[src/rtl/wb_types.sv]
// rtl/wb_types.sv - shared types and helpers for the D-cache write-back buffer
package wb_types;

    localparam int LINE_BITS = 256;

    typedef enum logic [1:0] {
        IDLE,
        RD_MEM,
        DRAIN,
        RESP
    } wb_state_t;

    // tag holds the full 32-bit line address with the byte-offset bits forced
    // to zero, so one struct serves any S_OFFSET and it can drive dn_addr as-is.
    typedef struct packed {
        logic                 valid;
        logic [31:0]          tag;
        logic [LINE_BITS-1:0] data;
    } wb_entry_t;

    function automatic logic [31:0] line_addr(input logic [31:0] addr,
                                              input int unsigned  s_offset);
        return addr & ~((32'h1 << s_offset) - 32'h1);
    endfunction

endpackage

[src/rtl/wb_entry_array.sv]
// rtl/wb_entry_array.sv - circular line store with head/tail/count and tag CAM
//
// Ports:
//   clk, rst        clock, synchronous active-high reset
//   push_*          append {tag,data} at tail (ignored when full)
//   pop_i           retire head entry (ignored when empty)
//   wr_en/idx/data  overwrite an entry's data in place (coalesce)
//   lookup_tag_i    line address compared against all valid entries
//   hit_o/idx/data  lookup result
//   head_o          entry at head, the next one to drain
//   full_o, empty_o occupancy flags; empty_o is registered
module wb_entry_array
    import wb_types::*;
#(
    parameter int DEPTH = 4,
    parameter int IDXW  = $clog2(DEPTH)
) (
    input  logic                 clk,
    input  logic                 rst,
    input  logic                 push_i,
    input  logic [31:0]          push_tag_i,
    input  logic [LINE_BITS-1:0] push_data_i,
    input  logic                 pop_i,
    input  logic                 wr_en_i,
    input  logic [IDXW-1:0]      wr_idx_i,
    input  logic [LINE_BITS-1:0] wr_data_i,
    input  logic [31:0]          lookup_tag_i,
    output logic                 hit_o,
    output logic [IDXW-1:0]      hit_idx_o,
    output logic [LINE_BITS-1:0] hit_data_o,
    output wb_entry_t            head_o,
    output logic                 full_o,
    output logic                 empty_o
);

    localparam int CNTW = $clog2(DEPTH + 1);

    wb_entry_t       ent_q [DEPTH];
    logic [IDXW-1:0] head_q, tail_q;
    logic [CNTW-1:0] count_q, count_d;
    logic            empty_q;
    logic            push_ok, pop_ok;

    assign full_o  = (count_q == CNTW'(DEPTH));
    assign empty_o = empty_q;
    assign head_o  = ent_q[head_q];
    assign push_ok = push_i && !full_o;
    assign pop_ok  = pop_i && (count_q != '0);

    always_comb begin
        count_d = count_q;
        if (push_ok) count_d = count_d + CNTW'(1);
        if (pop_ok)  count_d = count_d - CNTW'(1);
    end

    // Coalescing on write keeps tags unique, so at most one entry can match.
    always_comb begin
        hit_o      = 1'b0;
        hit_idx_o  = '0;
        hit_data_o = '0;
        for (int i = 0; i < DEPTH; i++) begin
            if (ent_q[i].valid && ent_q[i].tag == lookup_tag_i) begin
                hit_o      = 1'b1;
                hit_idx_o  = IDXW'(i);
                hit_data_o = ent_q[i].data;
            end
        end
    end

    // Index widths equal log2(DEPTH), so head/tail wrap by natural overflow.
    always_ff @(posedge clk) begin
        if (rst) begin
            for (int i = 0; i < DEPTH; i++) ent_q[i].valid <= 1'b0;
            head_q  <= '0;
            tail_q  <= '0;
            count_q <= '0;
            empty_q <= 1'b1;
        end else begin
            if (push_ok) begin
                ent_q[tail_q].valid <= 1'b1;
                ent_q[tail_q].tag   <= push_tag_i;
                ent_q[tail_q].data  <= push_data_i;
                tail_q              <= tail_q + IDXW'(1);
            end
            if (wr_en_i) ent_q[wr_idx_i].data <= wr_data_i;
            if (pop_ok) begin
                ent_q[head_q].valid <= 1'b0;
                head_q              <= head_q + IDXW'(1);
            end
            count_q <= count_d;
            empty_q <= (count_d == '0);
        end
    end

endmodule

[src/rtl/dcache_write_buffer.sv]
// rtl/dcache_write_buffer.sv - write-back buffer between L2 D-cache and arbiter D-port
//
// Ports:
//   clk, rst                         clock, synchronous active-high reset
//   up_addr/wdata/read/write         cache-side request (held until up_resp)
//   up_rdata, up_resp                cache-side read line and one-cycle completion
//   dn_addr/wdata/read/write         arbiter-side request (held until dn_resp)
//   dn_rdata, dn_resp                arbiter-side read line and completion
//   buf_empty                        no buffered lines remain
module dcache_write_buffer
    import wb_types::*;
#(
    parameter int DEPTH    = 4,
    parameter int S_OFFSET = 5
) (
    input  logic                 clk,
    input  logic                 rst,
    input  logic [31:0]          up_addr,
    input  logic [LINE_BITS-1:0] up_wdata,
    output logic [LINE_BITS-1:0] up_rdata,
    input  logic                 up_read,
    input  logic                 up_write,
    output logic                 up_resp,
    output logic [31:0]          dn_addr,
    output logic [LINE_BITS-1:0] dn_wdata,
    input  logic [LINE_BITS-1:0] dn_rdata,
    output logic                 dn_read,
    output logic                 dn_write,
    input  logic                 dn_resp,
    output logic                 buf_empty
);

    localparam int IDXW = $clog2(DEPTH);

    wb_state_t            state_q, state_d;
    logic [LINE_BITS-1:0] up_rdata_q, up_rdata_d;
    logic [LINE_BITS-1:0] dn_wdata_q, dn_wdata_d;
    logic [31:0]          dn_addr_q, dn_addr_d;
    logic                 dn_read_q, dn_read_d;
    logic                 dn_write_q, dn_write_d;

    logic [31:0]          req_tag;
    logic                 push, pop, wr_en;
    logic                 hit, full, empty;
    logic [IDXW-1:0]      hit_idx;
    logic [LINE_BITS-1:0] hit_data;
    wb_entry_t            head;

    assign req_tag = line_addr(up_addr, S_OFFSET);

    wb_entry_array #(.DEPTH(DEPTH)) u_array (
        .clk          (clk),
        .rst          (rst),
        .push_i       (push),
        .push_tag_i   (req_tag),
        .push_data_i  (up_wdata),
        .pop_i        (pop),
        .wr_en_i      (wr_en),
        .wr_idx_i     (hit_idx),
        .wr_data_i    (up_wdata),
        .lookup_tag_i (req_tag),
        .hit_o        (hit),
        .hit_idx_o    (hit_idx),
        .hit_data_o   (hit_data),
        .head_o       (head),
        .full_o       (full),
        .empty_o      (empty)
    );

    assign up_rdata  = up_rdata_q;
    assign up_resp   = (state_q == RESP);
    assign dn_addr   = dn_addr_q;
    assign dn_wdata  = dn_wdata_q;
    assign dn_read   = dn_read_q;
    assign dn_write  = dn_write_q;
    assign buf_empty = empty;

    // dn_* are registered on entry to RD_MEM/DRAIN and held until dn_resp,
    // which keeps them stable and mutually exclusive by construction.
    always_comb begin
        state_d    = state_q;
        up_rdata_d = up_rdata_q;
        dn_addr_d  = dn_addr_q;
        dn_wdata_d = dn_wdata_q;
        dn_read_d  = dn_read_q;
        dn_write_d = dn_write_q;
        push       = 1'b0;
        pop        = 1'b0;
        wr_en      = 1'b0;
        unique case (state_q)
            IDLE: begin
                // Read wins over write if both are raised.
                if (up_read) begin
                    if (hit) begin
                        up_rdata_d = hit_data;
                        state_d    = RESP;
                    end else begin
                        dn_read_d = 1'b1;
                        dn_addr_d = req_tag;
                        state_d   = RD_MEM;
                    end
                end else if (up_write && hit) begin
                    wr_en   = 1'b1;
                    state_d = RESP;
                end else if (up_write && !full) begin
                    push    = 1'b1;
                    state_d = RESP;
                end else if (head.valid) begin
                    // Either idle with lines pending, or a write missed while
                    // full; in the latter case the write is retried on return.
                    dn_write_d = 1'b1;
                    dn_addr_d  = head.tag;
                    dn_wdata_d = head.data;
                    state_d    = DRAIN;
                end
            end
            RD_MEM: begin
                if (dn_resp) begin
                    up_rdata_d = dn_rdata;
                    dn_read_d  = 1'b0;
                    state_d    = RESP;
                end
            end
            DRAIN: begin
                if (dn_resp) begin
                    pop        = 1'b1;
                    dn_write_d = 1'b0;
                    state_d    = IDLE;
                end
            end
            RESP:    state_d = IDLE;
            default: state_d = IDLE;
        endcase
    end

    always_ff @(posedge clk) begin
        if (rst) begin
            state_q    <= IDLE;
            up_rdata_q <= '0;
            dn_addr_q  <= '0;
            dn_wdata_q <= '0;
            dn_read_q  <= 1'b0;
            dn_write_q <= 1'b0;
        end else begin
            state_q    <= state_d;
            up_rdata_q <= up_rdata_d;
            dn_addr_q  <= dn_addr_d;
            dn_wdata_q <= dn_wdata_d;
            dn_read_q  <= dn_read_d;
            dn_write_q <= dn_write_d;
        end
    end

endmodule

[config.mk]
export PLATFORM = sky130hd
export DESIGN_NAME = dcache_write_buffer
export DESIGN_NICKNAME = d
export VERILOG_FILES = /design/src/rtl/wb_types.sv /design/src/rtl/wb_entry_array.sv /design/src/rtl/dcache_write_buffer.sv
export SDC_FILE = /design/constraint.sdc
export NUM_CORES = 2
export LEC_CHECK = 0
export ABC_AREA = 1
export BUFFER_PORTS_ARGS = -buffer_cell sky130_fd_sc_hd__clkbuf_2
export CAP_MARGIN = 20
export CORE_AREA = 3 3 420 422
export CTS_BUF_LIST = sky130_fd_sc_hd__clkbuf_4
export DETAILED_ROUTE_END_ITERATION = 6
export DIE_AREA = 0 0 423 425
export GPL_ROUTABILITY_DRIVEN = 0
export GPL_TIMING_DRIVEN = 0
export SETUP_SLACK_MARGIN = 0.02
export SLEW_MARGIN = 10
export SYNTH_ARGS = -nofsm -noshare
export SYNTH_HDL_FRONTEND = slang
export SYNTH_SLANG_ARGS = --single-unit
export TNS_END_PERCENT = 5
[constraint.sdc]
create_clock -name clk -period 22.1 [get_ports clk]
set_input_delay 3.315 -clock clk [delete_from_list [all_inputs] [get_ports clk]]
set_output_delay 3.315 -clock clk [all_outputs]
set_load 0.05 [all_outputs]
Word level (Yosys, flattened, before mapping)
Memory sizes are Yosys's and may differ from the RTL's. A register that Yosys moved wholly into a read port is not among the register bits.
Index checks and enable logic that the tools add are counted.
{"block": "op_classes", "add_sub_neg": 4, "n_eq_ne": 21, "mux": 70, "bitwise": 3, "reduce_logical": 24}
{"operator": "$mux W256", "n": 7}
{"operator": "$mux W284", "n": 3}
{"operator": "$reduce_or A284 Y1", "n": 3}
{"operator": "$pmux W256 S2", "n": 1}
{"operator": "$mux W32", "n": 5}
{"operator": "$eq A32 B32 Y1", "n": 4}
{"operator": "$mux W1", "n": 32}
{"operator": "$mux W2", "n": 15}
{"operator": "$ne A2 B2 Y1 const B", "n": 12}
{"operator": "$mux W3", "n": 4}
{"operator": "$reduce_and A5 Y1", "n": 2}
{"operator": "$logic_and A1 B1 Y1", "n": 8}
{"operator": "$pmux W2 S4", "n": 1}
{"operator": "$reduce_and A4 Y1", "n": 2}
{"operator": "$reduce_and A6 Y1", "n": 1}
{"operator": "$reduce_bool A2 Y1", "n": 3}
{"operator": "$ne A5 B5 Y1 const B", "n": 1}
{"operator": "$add A2 B1 Y2 const B", "n": 2}
{"operator": "$eq A2 B2 Y1 const B", "n": 2}
{"operator": "$pmux W1 S2", "n": 2}
{"operator": "$add A3 B1 Y3 const B", "n": 1}
{"operator": "$eq A3 B3 Y1 const B", "n": 1}
{"operator": "$logic_not A3 Y1", "n": 1}
{"operator": "$not A1 Y1", "n": 3}
{"operator": "6 further kinds", "n": 6}
{"block": "totals", "reg_bits": 556, "ramBits": 1136, "in_bits": 549, "output_inout_bits": 548, "wordCells": 133, "n_memories": 1}
{"memory": "u_array.ent_q", "words": 4, "word_bits": 284, "rd": 5, "rd_clocked_by_memory_dff": 1, "wr": 4, "line": "wb_entry_array.sv:38", "rtl": "wb_entry_t ent_q [DEPTH];"}

Longest topological paths before layout
An unclocked memory read counts as a cell.
{"block": "logic_depth", "ltp_word": 19, "ltp_mapped": 22, "depth_no_buf": 21}

Cells and area by module
A second synthesis with hierarchy kept.
{"block": "unflattened", "hier_cells": 13497, "hier_area_um2": 98081.6}
{"mod": "wb_entry_array", "n_inst": 1, "cells_each": 9097, "area_per_inst_um2": 71956.5, "seq_area_each_um2": 34873.4}
{"mod": "dcache_write_buffer", "n_inst": 1, "cells_each": 4400, "area_per_inst_um2": 26125.1, "seq_area_each_um2": 10970.5}

Least setup slack after synthesis
No wires, ideal clock.
{"block": "synth_path", "kind": "input to register", "from": "input port up_addr[21]", "to": "memory u_array.ent_q[0][0] in the netlist's numbering, enable pin", "setup_time_ps": 878, "arrival_ps": 15447, "slack_ps": 5775, "stages": 19, "n_path_buf": 2, "cell_sequence": "buf_2 -> inv_2 -> nand2_1 -> nand2_1 -> nor2_1 -> nand2_1 -> nor2_1 -> nand2_1 -> inv_1 -> nand2_1 -> nand2_1 -> nor2_4 -> nand2_2 -> nor2_4 -> inv_4 -> o31ai_4 -> inv_4 -> buf_2 -> nor2_1"}
{"item": "from (decl)", "line": "dcache_write_buffer.sv:18", "rtl": "input logic [31:0] up_addr,"}
{"item": "to (decl)", "line": "wb_entry_array.sv:38"}

==> impl_metrics.csv <==
group,metric,value,unit
clocking,clk_latency,1460,ps
sta,timing.final.setup_violations,0,
yosys,synth.avg_cell_area,9.40,sq um
critical_path,crit_path_start_kind,"input port",
sta,maxClockFrequency,148,MHz
route,first_iter_violations,10080,
sta,timing.final.crit_share,30.5,%
clocking,htree_num_levels,5,
pwr,power.static_leakage,34.4,nW
sta,endpoints_failing_hold,0,
placed_design,detailed_place_hpwl,236,mm
clocking,cts.reportedPaths.clkPinSlew,60,ps
final_layout,finish.cell_count_without_fillers,12326,
placed_design,buffer_ports.inserted,1083,
yosys,post_synthesis_cell_type_with_the_largest_combined_area,"sky130_fd_sc_hd__edfxtp_1",
route,vias,72203,
clocking,clock_tree.root_cell,"sky130_fd_sc_hd__clkbuf_4",
global_route,gr-max-usage-layer,"met2",
status,violations,"DRC",
pwr,pwr-share-clk,38.4,%
placed_design,place_ws,14090,ps
global_route,grt_use_total,34.7,%
clocking,post-cts-setup-buffers,0,
pwr,power.share.combinational,13.6,%
sta,grt_setup_unrepaired,"false",
die,die-height,425,microns
sta,layout_setup_ws,15350,ps
die,core_area,173000,sq um
global_route,largest_net_degree_at_the_start_of_global_routing,25,
critical_path,timing_worst_setup_path_type,"in2reg",
die,x_dimension_of_the_die,423,microns
yosys,synthTopCellsByArea,"sky130_fd_sc_hd__edfxtp_1 45%, sky130_fd_sc_hd__dfxtp_1 15%, sky130_fd_sc_hd__a21oi_1 9.1%, sky130_fd_sc_hd__o21ai_0 8.9%, sky130_fd_sc_hd__nand2_1 4.6%",
final_layout,postLayoutCellArea,90900,sq um
clocking,cts_hold_buffers,0,
final_layout,fillerInstances,16280,
yosys,synth_cell_types,40,
sta,final.setup.tns,0,ps
pwr,switchingPower,2.22,mW
clocking,clock_buffer_count_from_cts,458,
sta,slew_viol_final,0,
yosys,ys_async_sr_fraction,0,%
pwr,reg_power_share,48.0,%
global_route,use_met3,8.82,%
pwr,internal_dissipation,5.17,mW
critical_path,worst_setup_path_end_kind,"flip-flop",
final_layout,synthToLayoutAreaGrowth,21.3,%
global_route,grt_pass1_vias,68592,
clocking,tritoncts_num_sinks,1689,
global_route,grt.overflow.total,0,
hold_path,hold_path.class,"reg2reg",
global_route,antenna_found_initial,33,
die,design.die.area,180000,sq um
yosys,yosysSeqAreaShare,60.3,%
route,avgRoutedWirePerCell,26.4,microns
yosys,synth-edff-count,1136,
placed_design,place_area,85000,sq um
sta,maxSlewHeadroom,16.8,%
yosys,dominantRegCellSynth,"sky130_fd_sc_hd__edfxtp_1",
critical_path,cp_data_required_time,23160,ps
critical_path,worst-path-max-fanout,21,
route,routed_via_density,5.86,
final_layout,finish.utilization,52.4,%
global_route,grt.met2_usage,53.6,%
status,result_of_the_run,"complete, but fails checks",
pwr,worst_ir_drop_vdd,0.0792,mV
die,placementRows,153,
route,route.detailed.drc,1,
die,initial_core_util,43.2,%
die,top_level_ports,1097,
clocking,cts-root-to-sink-buffers,4,
yosys,synth_common_cells,"1,356 x sky130_fd_sc_hd__a21oi_1, 1,326 x sky130_fd_sc_hd__o21ai_0, 1,136 x sky130_fd_sc_hd__edfxtp_1",
route,totalWireLength,326,mm
final_layout,drive_gt1_share,21.9,%
pwr,power_switching_share,30.0,%
route,dr.pass1.iters,7,
global_route,grt_first_pass_wirelength,461,mm
sta,worst_pin_slew,1250,ps
sta,skew,112,ps
yosys,ys_seq_elements,1689,
yosys,synth.most_common_cell,"sky130_fd_sc_hd__a21oi_1",
clocking,post_cts_resize_count,0,
yosys,synth_top_cell_area_share,45.5,%
pwr,pd_cells,81.3,nW/um^2
placed_design,placed_cells_incl_taps,11464,
pwr,total_power,7.39,mW
yosys,ys_warn_count,0,
clocking,tritoncts,"done",
critical_path,cp.arrival,7810,ps
sta,holdWs,466,ps
yosys,number_of_cells_produced_by_synthesis,7977,
flow_run,cap_violations,0,
global_route,grtUsageMet1,43.3,%
final_layout,final_net_count,10152,
yosys,netlist_area,75000,sq um
sta,period_minus_slack,6750,ps
route,ant_nets,0,
[flip-flops by register name, summed over array words and instances (netlist names), named ones only]
name             cells
u_array.ent_q     1136
state_q              2
u_array.empty_o      1
u_array.tail_q       2
dn_read              1
up_rdata           256
u_array.count_q      3
dn_addr             27
dn_write             1
u_array.head_q       2
dn_wdata           256
[worst max-delay path, stage by stage]
cell and delay (ps):
sky130_fd_sc_hd__clkbuf_2 180, sky130_fd_sc_hd__inv_2 140, sky130_fd_sc_hd__nand2_1 110, sky130_fd_sc_hd__nand2_1 70, sky130_fd_sc_hd__nor2_1 40, sky130_fd_sc_hd__nand2_1 90, sky130_fd_sc_hd__nor2_1 60, sky130_fd_sc_hd__nand2_1 130
sky130_fd_sc_hd__inv_1 50, sky130_fd_sc_hd__nand2_1 420, sky130_fd_sc_hd__nand2_1 180, sky130_fd_sc_hd__nor2_4 230, sky130_fd_sc_hd__nand2_2 180, sky130_fd_sc_hd__nor2_4 160, sky130_fd_sc_hd__inv_4 80, sky130_fd_sc_hd__o31ai_4 70
sky130_fd_sc_hd__inv_4 170, sky130_fd_sc_hd__buf_2 320, sky130_fd_sc_hd__nor2_4 650, sky130_fd_sc_hd__buf_16 260, sky130_fd_sc_hd__buf_12 220, sky130_fd_sc_hd__buf_12 210, sky130_fd_sc_hd__buf_16 180, sky130_fd_sc_hd__buf_16 170
[worst paths after layout]
path | end | cells past startpoint | slack [ps] | from
setup / recovery | u_array.ent_q[0][171] | 24 | 15350 | up_addr[11]
hold / removal | dn_wdata[146] | 2 | 470 | dn_wdata[146]
setup reg to reg | u_array.ent_q[0][171] | 23 | 17060 | u_array.ent_q[2][277]
hold reg to reg | dn_wdata[146] | 2 | 470 | dn_wdata[146]
[final cells by class]
cell class / instances / area, sq um / share of cell area (%)
clock inverters: 147 / 743 / 0.818
flip-flops and latches: 1689 / 45200 / 49.7
well taps: 2325 / 2910 / 3.20
inverters: 435 / 1640 / 1.80
clock buffers: 683 / 5130 / 5.64
repair buffers: 1159 / 6990 / 7.69
multi-input cells: 5191 / 25300 / 27.8
plain buffers: 666 / 2960 / 3.26
diodes: 31 / 77.6 / 0.0853
[kinds of logic (layout without fill, tap and decap cells)]
| kind of cell | Yosys count | after routing | synth area share (%) |
|---|---|---|---|
| flops | 1689 | 1689 | 60.3 |
| simple gates | 1932 | 1932 | 10.4 |
| fa+ha+maj | 3 | 3 | 0.0501 |
| xor+xnor | 21 | 21 | 0.245 |
| other cells | 1 | 36 | 0.00500 |
| buf+inv | 1101 | 3090 | 6.12 |
| compound gates | 3230 | 3230 | 23.0 |
[layout by cell type (no fill, tap or decap), types with 23 or more instances in the layout]
master	instances
sky130_fd_sc_hd__buf_4	28
sky130_fd_sc_hd__clkbuf_1	488
sky130_fd_sc_hd__dfxtp_1	553
sky130_fd_sc_hd__inv_1	400
sky130_fd_sc_hd__buf_16	23
sky130_fd_sc_hd__a21oi_1	1356
sky130_fd_sc_hd__nand3b_1	28
sky130_fd_sc_hd__clkinv_1	119
sky130_fd_sc_hd__o22ai_1	256
sky130_fd_sc_hd__buf_2	77
sky130_fd_sc_hd__nor2_1	831
sky130_fd_sc_hd__clkbuf_4	684
sky130_fd_sc_hd__nor2_2	114
sky130_fd_sc_hd__buf_1	35
sky130_fd_sc_hd__inv_2	33
sky130_fd_sc_hd__buf_12	35
sky130_fd_sc_hd__o21ai_0	1326
sky130_fd_sc_hd__buf_6	25
sky130_fd_sc_hd__edfxtp_1	1136
sky130_fd_sc_hd__nand2_1	913
sky130_fd_sc_hd__o211ai_1	264
sky130_fd_sc_hd__clkbuf_2	1093
sky130_fd_sc_hd__diode_2	31
[power by group through the flow]
stage          Sequential [mW]  Clock (mW)  Combinational [mW]
2_1_floorplan             3.89           0               0.324
3_3_place_gp              3.63           0               0.969
3_5_place_dp              3.61           0               0.989
4_1_cts                   3.54        2.87               0.993
5_1_grt                   3.55        3.06                1.06
6_report                  3.55        2.84                1.01
[per-layer routing]
metal  routed length (microns)  part of all wire, %  up-vias
met5                        37                0.011        -
li1                          -                    -    31834
met1                    120000                   37    34472
met3                     35800                   11      987
met4                     23700                  7.3        6
met2                    146000                   45     4904
Note: power is estimated with default switching activity, not from simulation.
